<file path="config.mk">
export PLATFORM = sky130hd
export DESIGN_NAME = dpcm_channel_scheduler_flat
export DESIGN_NICKNAME = d
export VERILOG_FILES = /design/src/rtl/dpcm_channel_scheduler_if.sv /design/src/rtl/dpcm_channel_scheduler.sv /design/src/flat_wrapper.sv
export SDC_FILE = /design/constraint.sdc
export NUM_CORES = 1
export LEC_CHECK = 0
export ABC_CLOCK_PERIOD_IN_PS = 3400
export BUFFER_PORTS_ARGS = -buffer_cell sky130_fd_sc_hd__buf_4
export CAP_MARGIN = 20
export CORE_UTILIZATION = 35
export CTS_CLUSTER_SIZE = 20
export DETAILED_ROUTE_END_ITERATION = 10
export GPL_TIMING_DRIVEN = 1
export PLACE_DENSITY_LB_ADDON = 0.05
export SYNTH_ARGS = -nofsm -noshare
export SYNTH_HDL_FRONTEND = slang
export SYNTH_SLANG_ARGS = --single-unit
</file>
<file path="constraint.sdc">
create_clock -name clk -period 3.4 [get_ports clk]
set_input_delay 0.68 -clock clk [delete_from_list [all_inputs] [get_ports clk]]
set_output_delay 0.68 -clock clk [all_outputs]
set_load 0.05 [all_outputs]
</file>
<file path="src/rtl/dpcm_channel_scheduler_if.sv">
`default_nettype none
// ============================================================================
// Module   : dpcm_channel_scheduler_if
// Purpose  : Bundles the request side (per-channel valid/data/ready) and the
//            residual output side (valid/ready with data and channel tag) of
//            the DPCM channel scheduler.
// Signals  : req_valid [N_CH]   channel i has a sample pending
//            req_data  [8*N_CH] unsigned sample of channel i at [8i+7:8i]
//            req_ready [N_CH]   one-cycle accept pulse for channel i
//            out_valid          residual available
//            out_data  [8]      signed residual
//            out_ch    [3]      channel tag of out_data
//            out_ready          downstream accepts out_data
// Modports : master = sample sources / packer side, slave = scheduler
// Revision : 1.0 - initial release
// ============================================================================
interface dpcm_channel_scheduler_if #(
  parameter int N_CH = 4
);
  logic [N_CH-1:0]   req_valid;
  logic [8*N_CH-1:0] req_data;
  logic [N_CH-1:0]   req_ready;
  logic              out_valid;
  logic [7:0]        out_data;
  logic [2:0]        out_ch;
  logic              out_ready;

  modport master (
    output req_valid, req_data, out_ready,
    input  req_ready, out_valid, out_data, out_ch
  );

  modport slave (
    input  req_valid, req_data, out_ready,
    output req_ready, out_valid, out_data, out_ch
  );
endinterface
`default_nettype wire

</file>
<file path="src/rtl/dpcm_channel_scheduler.sv">
`default_nettype none
// ============================================================================
// Module   : dpcm_channel_scheduler
// Purpose  : Time-shares one DPCM subtract/saturate/reconstruct datapath
//            between N_CH sample channels. A round-robin arbiter picks the
//            next requesting channel, each channel owns a private predictor,
//            and every residual leaves tagged with its channel index.
// Ports    : clk        system clock, rising edge
//            reset      synchronous, active-high
//            pred_clear [N_CH] level clear of predictor i (only when
//                       DPCM_PRED_CLEAR_EN is defined)
//            bus        dpcm_channel_scheduler_if.slave (request/response)
//            state_out  [2] FSM state: IDLE=0, DIFF=1, SAT=2, OUT=3
// Options  : DPCM_PRED_CLEAR_EN - adds the pred_clear input
// Revision : 1.0 - initial release
// ============================================================================
module dpcm_channel_scheduler #(
  parameter int N_CH    = 4,
  parameter int SAT_LIM = 63
) (
  input  wire logic                    clk,
  input  wire logic                    reset,
`ifdef DPCM_PRED_CLEAR_EN
  input  wire logic [N_CH-1:0]         pred_clear,
`endif
  dpcm_channel_scheduler_if.slave      bus,
  output logic      [1:0]              state_out
);

  localparam int CH_W = (N_CH > 1) ? $clog2(N_CH) : 1;
  localparam logic signed [8:0] C_POS_LIM = 9'(SAT_LIM);
  localparam logic signed [8:0] C_NEG_LIM = -9'(SAT_LIM);

  typedef enum logic [1:0] {
    IDLE = 2'd0,
    DIFF = 2'd1,
    SAT  = 2'd2,
    OUT  = 2'd3
  } state_t;

  state_t             r_state;
  logic [2:0]         r_last_grant;
  logic [2:0]         r_ch;
  logic [7:0]         r_sample;
  logic signed [8:0]  r_diff;
  logic [7:0]         r_pred [N_CH];
  logic               r_out_valid;
  logic [7:0]         r_out_data;
  logic [2:0]         r_out_ch;

  logic               w_found;
  logic [2:0]         w_grant;
  logic [3:0]         w_idx;
  logic signed [7:0]  w_q;

  // Round-robin search starting one past the last granted channel.
  // last_grant + k never exceeds 15 and wraps at most once, so a single
  // conditional subtract implements the modulo.
  always_comb begin
    w_found = 1'b0;
    w_grant = '0;
    w_idx   = '0;
    for (int k = 1; k <= N_CH; k++) begin
      w_idx = {1'b0, r_last_grant} + 4'(k);
      if (w_idx >= 4'(N_CH)) begin
        w_idx = w_idx - 4'(N_CH);
      end
      if (!w_found && bus.req_valid[w_idx[CH_W-1:0]]) begin
        w_found = 1'b1;
        w_grant = w_idx[2:0];
      end
    end
  end

  // Accept pulse is asserted in the grant cycle itself so the source sees
  // ready alongside the edge that captures its sample.
  always_comb begin
    bus.req_ready = '0;
    if (!reset && r_state == IDLE && w_found) begin
      bus.req_ready[w_grant[CH_W-1:0]] = 1'b1;
    end
  end

  always_comb begin
    if (r_diff > C_POS_LIM) begin
      w_q = C_POS_LIM[7:0];
    end else if (r_diff < C_NEG_LIM) begin
      w_q = C_NEG_LIM[7:0];
    end else begin
      w_q = r_diff[7:0];
    end
  end

  always_ff @(posedge clk) begin
    if (reset) begin
      r_state      <= IDLE;
      r_last_grant <= 3'(N_CH - 1);
      r_ch         <= '0;
      r_sample     <= '0;
      r_diff       <= '0;
      r_out_valid  <= 1'b0;
      r_out_data   <= '0;
      r_out_ch     <= '0;
      for (int i = 0; i < N_CH; i++) begin
        r_pred[i] <= '0;
      end
    end else begin
      case (r_state)
        IDLE: begin
          if (w_found) begin
            r_sample     <= bus.req_data[8*w_grant +: 8];
            r_ch         <= w_grant;
            r_last_grant <= w_grant;
            r_state      <= DIFF;
          end
        end
        DIFF: begin
          r_diff  <= $signed({1'b0, r_sample}) - $signed({1'b0, r_pred[r_ch[CH_W-1:0]]});
          r_state <= SAT;
        end
        SAT: begin
          // Clipped step keeps the new predictor between the old one and
          // the sample, so a modulo-256 add cannot wrap.
          r_pred[r_ch[CH_W-1:0]] <= r_pred[r_ch[CH_W-1:0]] + $unsigned(w_q);
          r_out_data  <= $unsigned(w_q);
          r_out_ch    <= r_ch;
          r_out_valid <= 1'b1;
          r_state     <= OUT;
        end
        OUT: begin
          if (bus.out_ready) begin
            r_out_valid <= 1'b0;
            r_state     <= IDLE;
          end
        end
        default: r_state <= IDLE;
      endcase
`ifdef DPCM_PRED_CLEAR_EN
      // Placed after the FSM so a clear overrides a same-cycle SAT write.
      for (int i = 0; i < N_CH; i++) begin
        if (pred_clear[i]) begin
          r_pred[i] <= '0;
        end
      end
`endif
    end
  end

  assign bus.out_valid = r_out_valid;
  assign bus.out_data  = r_out_data;
  assign bus.out_ch    = r_out_ch;
  assign state_out     = r_state;

endmodule
`default_nettype wire

</file>
<file path="src/flat_wrapper.sv">
// flat-port wrapper written by rule: the top's interface ports become plain ports
module dpcm_channel_scheduler_flat 
#(
  parameter int N_CH    = 4,
  parameter int SAT_LIM = 63
)
  (clk, reset, state_out, bus_req_valid, bus_req_data, bus_out_ready, bus_req_ready, bus_out_valid, bus_out_data, bus_out_ch);
  dpcm_channel_scheduler_if #(.N_CH(N_CH)) bus_i ();
  input  wire logic clk;
  input  wire logic reset;
  output logic      [1:0] state_out;
  input wire logic [$bits(bus_i.req_valid)-1:0] bus_req_valid;
  input wire logic [$bits(bus_i.req_data)-1:0] bus_req_data;
  input wire logic [$bits(bus_i.out_ready)-1:0] bus_out_ready;
  output wire logic [$bits(bus_i.req_ready)-1:0] bus_req_ready;
  output wire logic [$bits(bus_i.out_valid)-1:0] bus_out_valid;
  output wire logic [$bits(bus_i.out_data)-1:0] bus_out_data;
  output wire logic [$bits(bus_i.out_ch)-1:0] bus_out_ch;
  assign bus_i.req_valid = bus_req_valid;
  assign bus_i.req_data = bus_req_data;
  assign bus_i.out_ready = bus_out_ready;
  assign bus_req_ready = bus_i.req_ready;
  assign bus_out_valid = bus_i.out_valid;
  assign bus_out_data = bus_i.out_data;
  assign bus_out_ch = bus_i.out_ch;
  dpcm_channel_scheduler #(.N_CH(N_CH), .SAT_LIM(SAT_LIM)) u_core (.clk(clk), .reset(reset), .bus(bus_i), .state_out(state_out));
endmodule
</file>
==> run_results.csv <==
group,metric,value,unit
worst_setup_path,startpoint,"u_core.r_last_grant[0]$_SDFFE_PP1P_",
floorplanning,rows,39,
cells_and_area,layout.nets,565,
yosys,synth-seq-area-share,0.416,
place,detailed_place.area,4830,um^2
place,numPortBuffers,56,
timing,final.setup_skew,7.15,ps
timing,post-route-period-util,0.975,
global_route,grt_antenna_before_repair,0,
yosys,yosys_warnings,0,
global_route,overflow,0,
place,gp_congestion,0.763,
yosys,syn_inst,431,
drt,detail-route-antenna-nets,0,
drt,drc_errors,0,
clock_network,clock_latency,330,ps
clock_network,clock-sinks,70,
yosys,synth_top_area_cell,"edfxtp_1",
power_and_ir_drop,power,0.00531,W
cells_and_area,final_area,5230,um^2
power_and_ir_drop,p_leak,2.27,nW
clock_network,cts.htree.levels,3,
worst_setup_path,timing.rr.end,"u_core.r_pred[0][6]$_SDFFCE_PN0P_",
timing,setup-violations-final,0,
worst_setup_path,r2r_start,"u_core.r_diff[5]$_SDFFE_PP0N_",
clock_network,ctsLongestPathBuffers,2,
floorplanning,coreArea,11500,um^2
global_route,grt_pass1_wl,16700,um
yosys,synth_area_leaders,"edfxtp_1 (23%), dfxtp_1 (18%), mux2i_1 (7.3%)",
floorplanning,ios,57,
drt,wirelength,10100,um
drt,drt_iter0_drc,131,
timing,fin_setup_tns,0,ps
timing,hold_viol,0,
timing,relSlewSlack,0.587,
floorplanning,start_util,0.361,
place,dp_slack,48.1,ps
job,timing.max_cap.violations,0,
drt,via_count,3275,
worst_setup_path,required,2720,ps
floorplanning,die_x,111,um
min_path,hold_class,"reg -> reg",
floorplanning,die_h,111,um
drt,viasPerCell,5.04,
timing,period_needed,3310,ps
drt,post_drt_wl_per_cell,15.6,um
worst_setup_path,worst_setup_path_start_kind,"flip-flop",
timing,layout_setup_ws,86.1,ps
yosys,syn-num-nets,494,
clock_network,clkSlewWorstSetupHoldPaths,50,ps
clock_network,cts_root_buf,"clkbuf_16",
yosys,synth_top_area_frac,0.232,
run_status,outcome,"finished, final reports clean",
global_route,grt_pass1_vias,3263,
place,dpl.hpwl,7620,um
yosys,syn-mean-instance-area,9.60,um^2
worst_setup_path,crit_type,"reg -> out",
yosys,synthesis.area,4140,um^2
global_route,track_usage,0.172,
cells_and_area,diodes,0,
timing,worst_pin_slew,616,ps
worst_setup_path,worst_setup_path_end_kind,"output port",
clock_network,cts_tree,"built",
cells_and_area,area_delta_synth_final,26.3,%
timing,max_freq,302,MHz
timing,slew_viol_final,0,
power_and_ir_drop,peakVddDrop,0.380,mV
clock_network,cts_buffers,9,
worst_setup_path,r2r_cells,12,
timing,rsz0062_at_grt,"false",
worst_setup_path,crit_fanout,6,
power_and_ir_drop,power_density,1020,nW/um^2
worst_setup_path,rrSetupSlack,220,ps
yosys,synth-seq-cells,70,
global_route,grt_max_degree,28,
cells_and_area,fill_cells,1079,
worst_setup_path,crit_end,"bus_req_ready[1]",
worst_setup_path,arrival,2630,ps
floorplanning,dieArea,12300,um^2
cells_and_area,drive_above_1_share,0.241,
yosys,synth_cell_types,50,
drt,drtPass1Iterations,4,
stage by stage:
step,hold slack [ps],utilization,std cells
after floorplan,440,-,431
after global placement,463,0.421,629
after detailed placement,470,0.421,629
after CTS,481,0.452,646
after global routing,504,0.456,650
final,473,0.456,650
per-layer routing:
metal | vias up | share of wire | GRT usage
li1 | 1677 | - | -
met1 | 1541 | 0.48 | 0.225
met2 | 51 | 0.48 | 0.289
met3 | 6 | 0.036 | 0.0344
met4 | 0 | 0.0082 | 0.0480
met5 | - | 0 | 0
cell type report:
type | count | area [um^2] | share of cell area
Timing Repair Buffer | 80 | 612 | 0.117
Clock buffer | 11 | 233 | 0.0445
Clock inverter | 5 | 98.8 | 0.0189
Sequential cell | 70 | 1720 | 0.330
Inverter | 35 | 131 | 0.0251
Tap cell | 143 | 179 | 0.0342
Multi-Input combinational cell | 306 | 2250 | 0.431
worst max-delay path, stage by stage, from the launching register on:
cell	delay, ps
dfxtp_2	340
inv_2	70
ha_4	300
mux4_2	550
nor2b_4	130
o21ai_1	80
a21o_1	200
or3_4	370
nor2_4	120
buf_6	160
cells by family after synthesis:
group           after synthesis  synth area share
buf+inv                      55            0.0547
xor+xnor                      4           0.00847
fa+ha+maj                    24            0.0762
compound gates               93             0.149
flops                        70             0.416
mux                          42             0.139
simple gates                143             0.157
synth_stat cells, drive strengths merged:
cell    number
xor2         1
buf          9
mux2i       30
nor3b        1
ha          22
clkbuf      11
nand3        7
a211oi       3
edfxtp      32
nor3         6
dfxtp       38
o31ai        1
or2          1
o21a         6
nand2       39
xnor2        3
nand3b       2
and3         2
a22o         2
or3          3
o41ai        1
nor2b        9
or4          2
a21boi       3
a221oi       1
inv         35
o31a         1
o21ai       30
a311oi       1
a211o       10
a32o         6
a21oi       21
o22a         1
mux4        12
and2         2
nor4         1
nand2b       3
a21o         4
o311ai       2
fa           2
nor2        65
sequential cells by signal, summed over array words and instances, names as in the netlist, named ones only:
name / flops
u_core.r_sample: 8
u_core.state_out: 2
u_core.r_pred: 32
u_core.bus.out_ch: 3
u_core.bus.out_data: 8
u_core.r_last_grant: 2
u_core.r_ch: 3
u_core.bus.out_valid: 1
u_core.r_diff: 9
placed cells by master, fill, tap and decap left out, types with 2 or more instances in the layout:
master,count
nor2_4,2
nor3_1,4
clkbuf_16,9
dfxtp_1,37
a211oi_1,3
a32o_1,6
and2_1,2
o21a_1,6
nor2_2,3
a21oi_1,19
mux2i_1,30
a21boi_0,2
clkbuf_1,2
or4_1,2
nor2_1,60
o21ai_0,27
a211o_1,10
buf_4,77
mux4_2,11
or3_1,2
buf_6,3
nand2b_1,2
inv_1,34
xnor2_1,3
nor2b_1,8
a21o_1,4
nand3_1,7
nor3_2,2
nand3b_1,2
and3_1,2
a22o_1,2
a21oi_2,2
edfxtp_1,32
bufinv_16,3
o21ai_1,2
ha_1,21
fa_1,2
nand2_1,39
power by group:
group          leakage (nW)  switching, W  internal [W]
registers             0.642      0.000133       0.00108
clock network         0.161      0.000335      0.000713
logic                  1.47       0.00172       0.00133
total                  2.27       0.00219       0.00312
worst min-delay path by stage:
stage                                              startpoint                             endpoint  cells after the start
final                     u_core.bus.out_data[7]$_SDFFE_PP0P_  u_core.bus.out_data[7]$_SDFFE_PP0P_                      2
after global placement    u_core.bus.out_data[6]$_SDFFE_PP0P_  u_core.bus.out_data[6]$_SDFFE_PP0P_                      2
after detailed placement      u_core.r_sample[0]$_SDFFE_PP0P_      u_core.r_sample[0]$_SDFFE_PP0P_                      1
after floorplan                 u_core.r_diff[5]$_SDFFE_PP0N_        u_core.r_diff[5]$_SDFFE_PP0N_                      2
after global routing      u_core.bus.out_data[7]$_SDFFE_PP0P_  u_core.bus.out_data[7]$_SDFFE_PP0P_                      2
after CTS                 u_core.bus.out_data[6]$_SDFFE_PP0P_  u_core.bus.out_data[6]$_SDFFE_PP0P_                      2
repair_timing:
item	CTS	global route
hold buffers	0	0
setup buffers	1	4
gates cloned	0	0
resized for setup	3	5
endpoints found under the setup margin	4	16
pin swaps	0	2
Power figures use the tool's default switching activity.
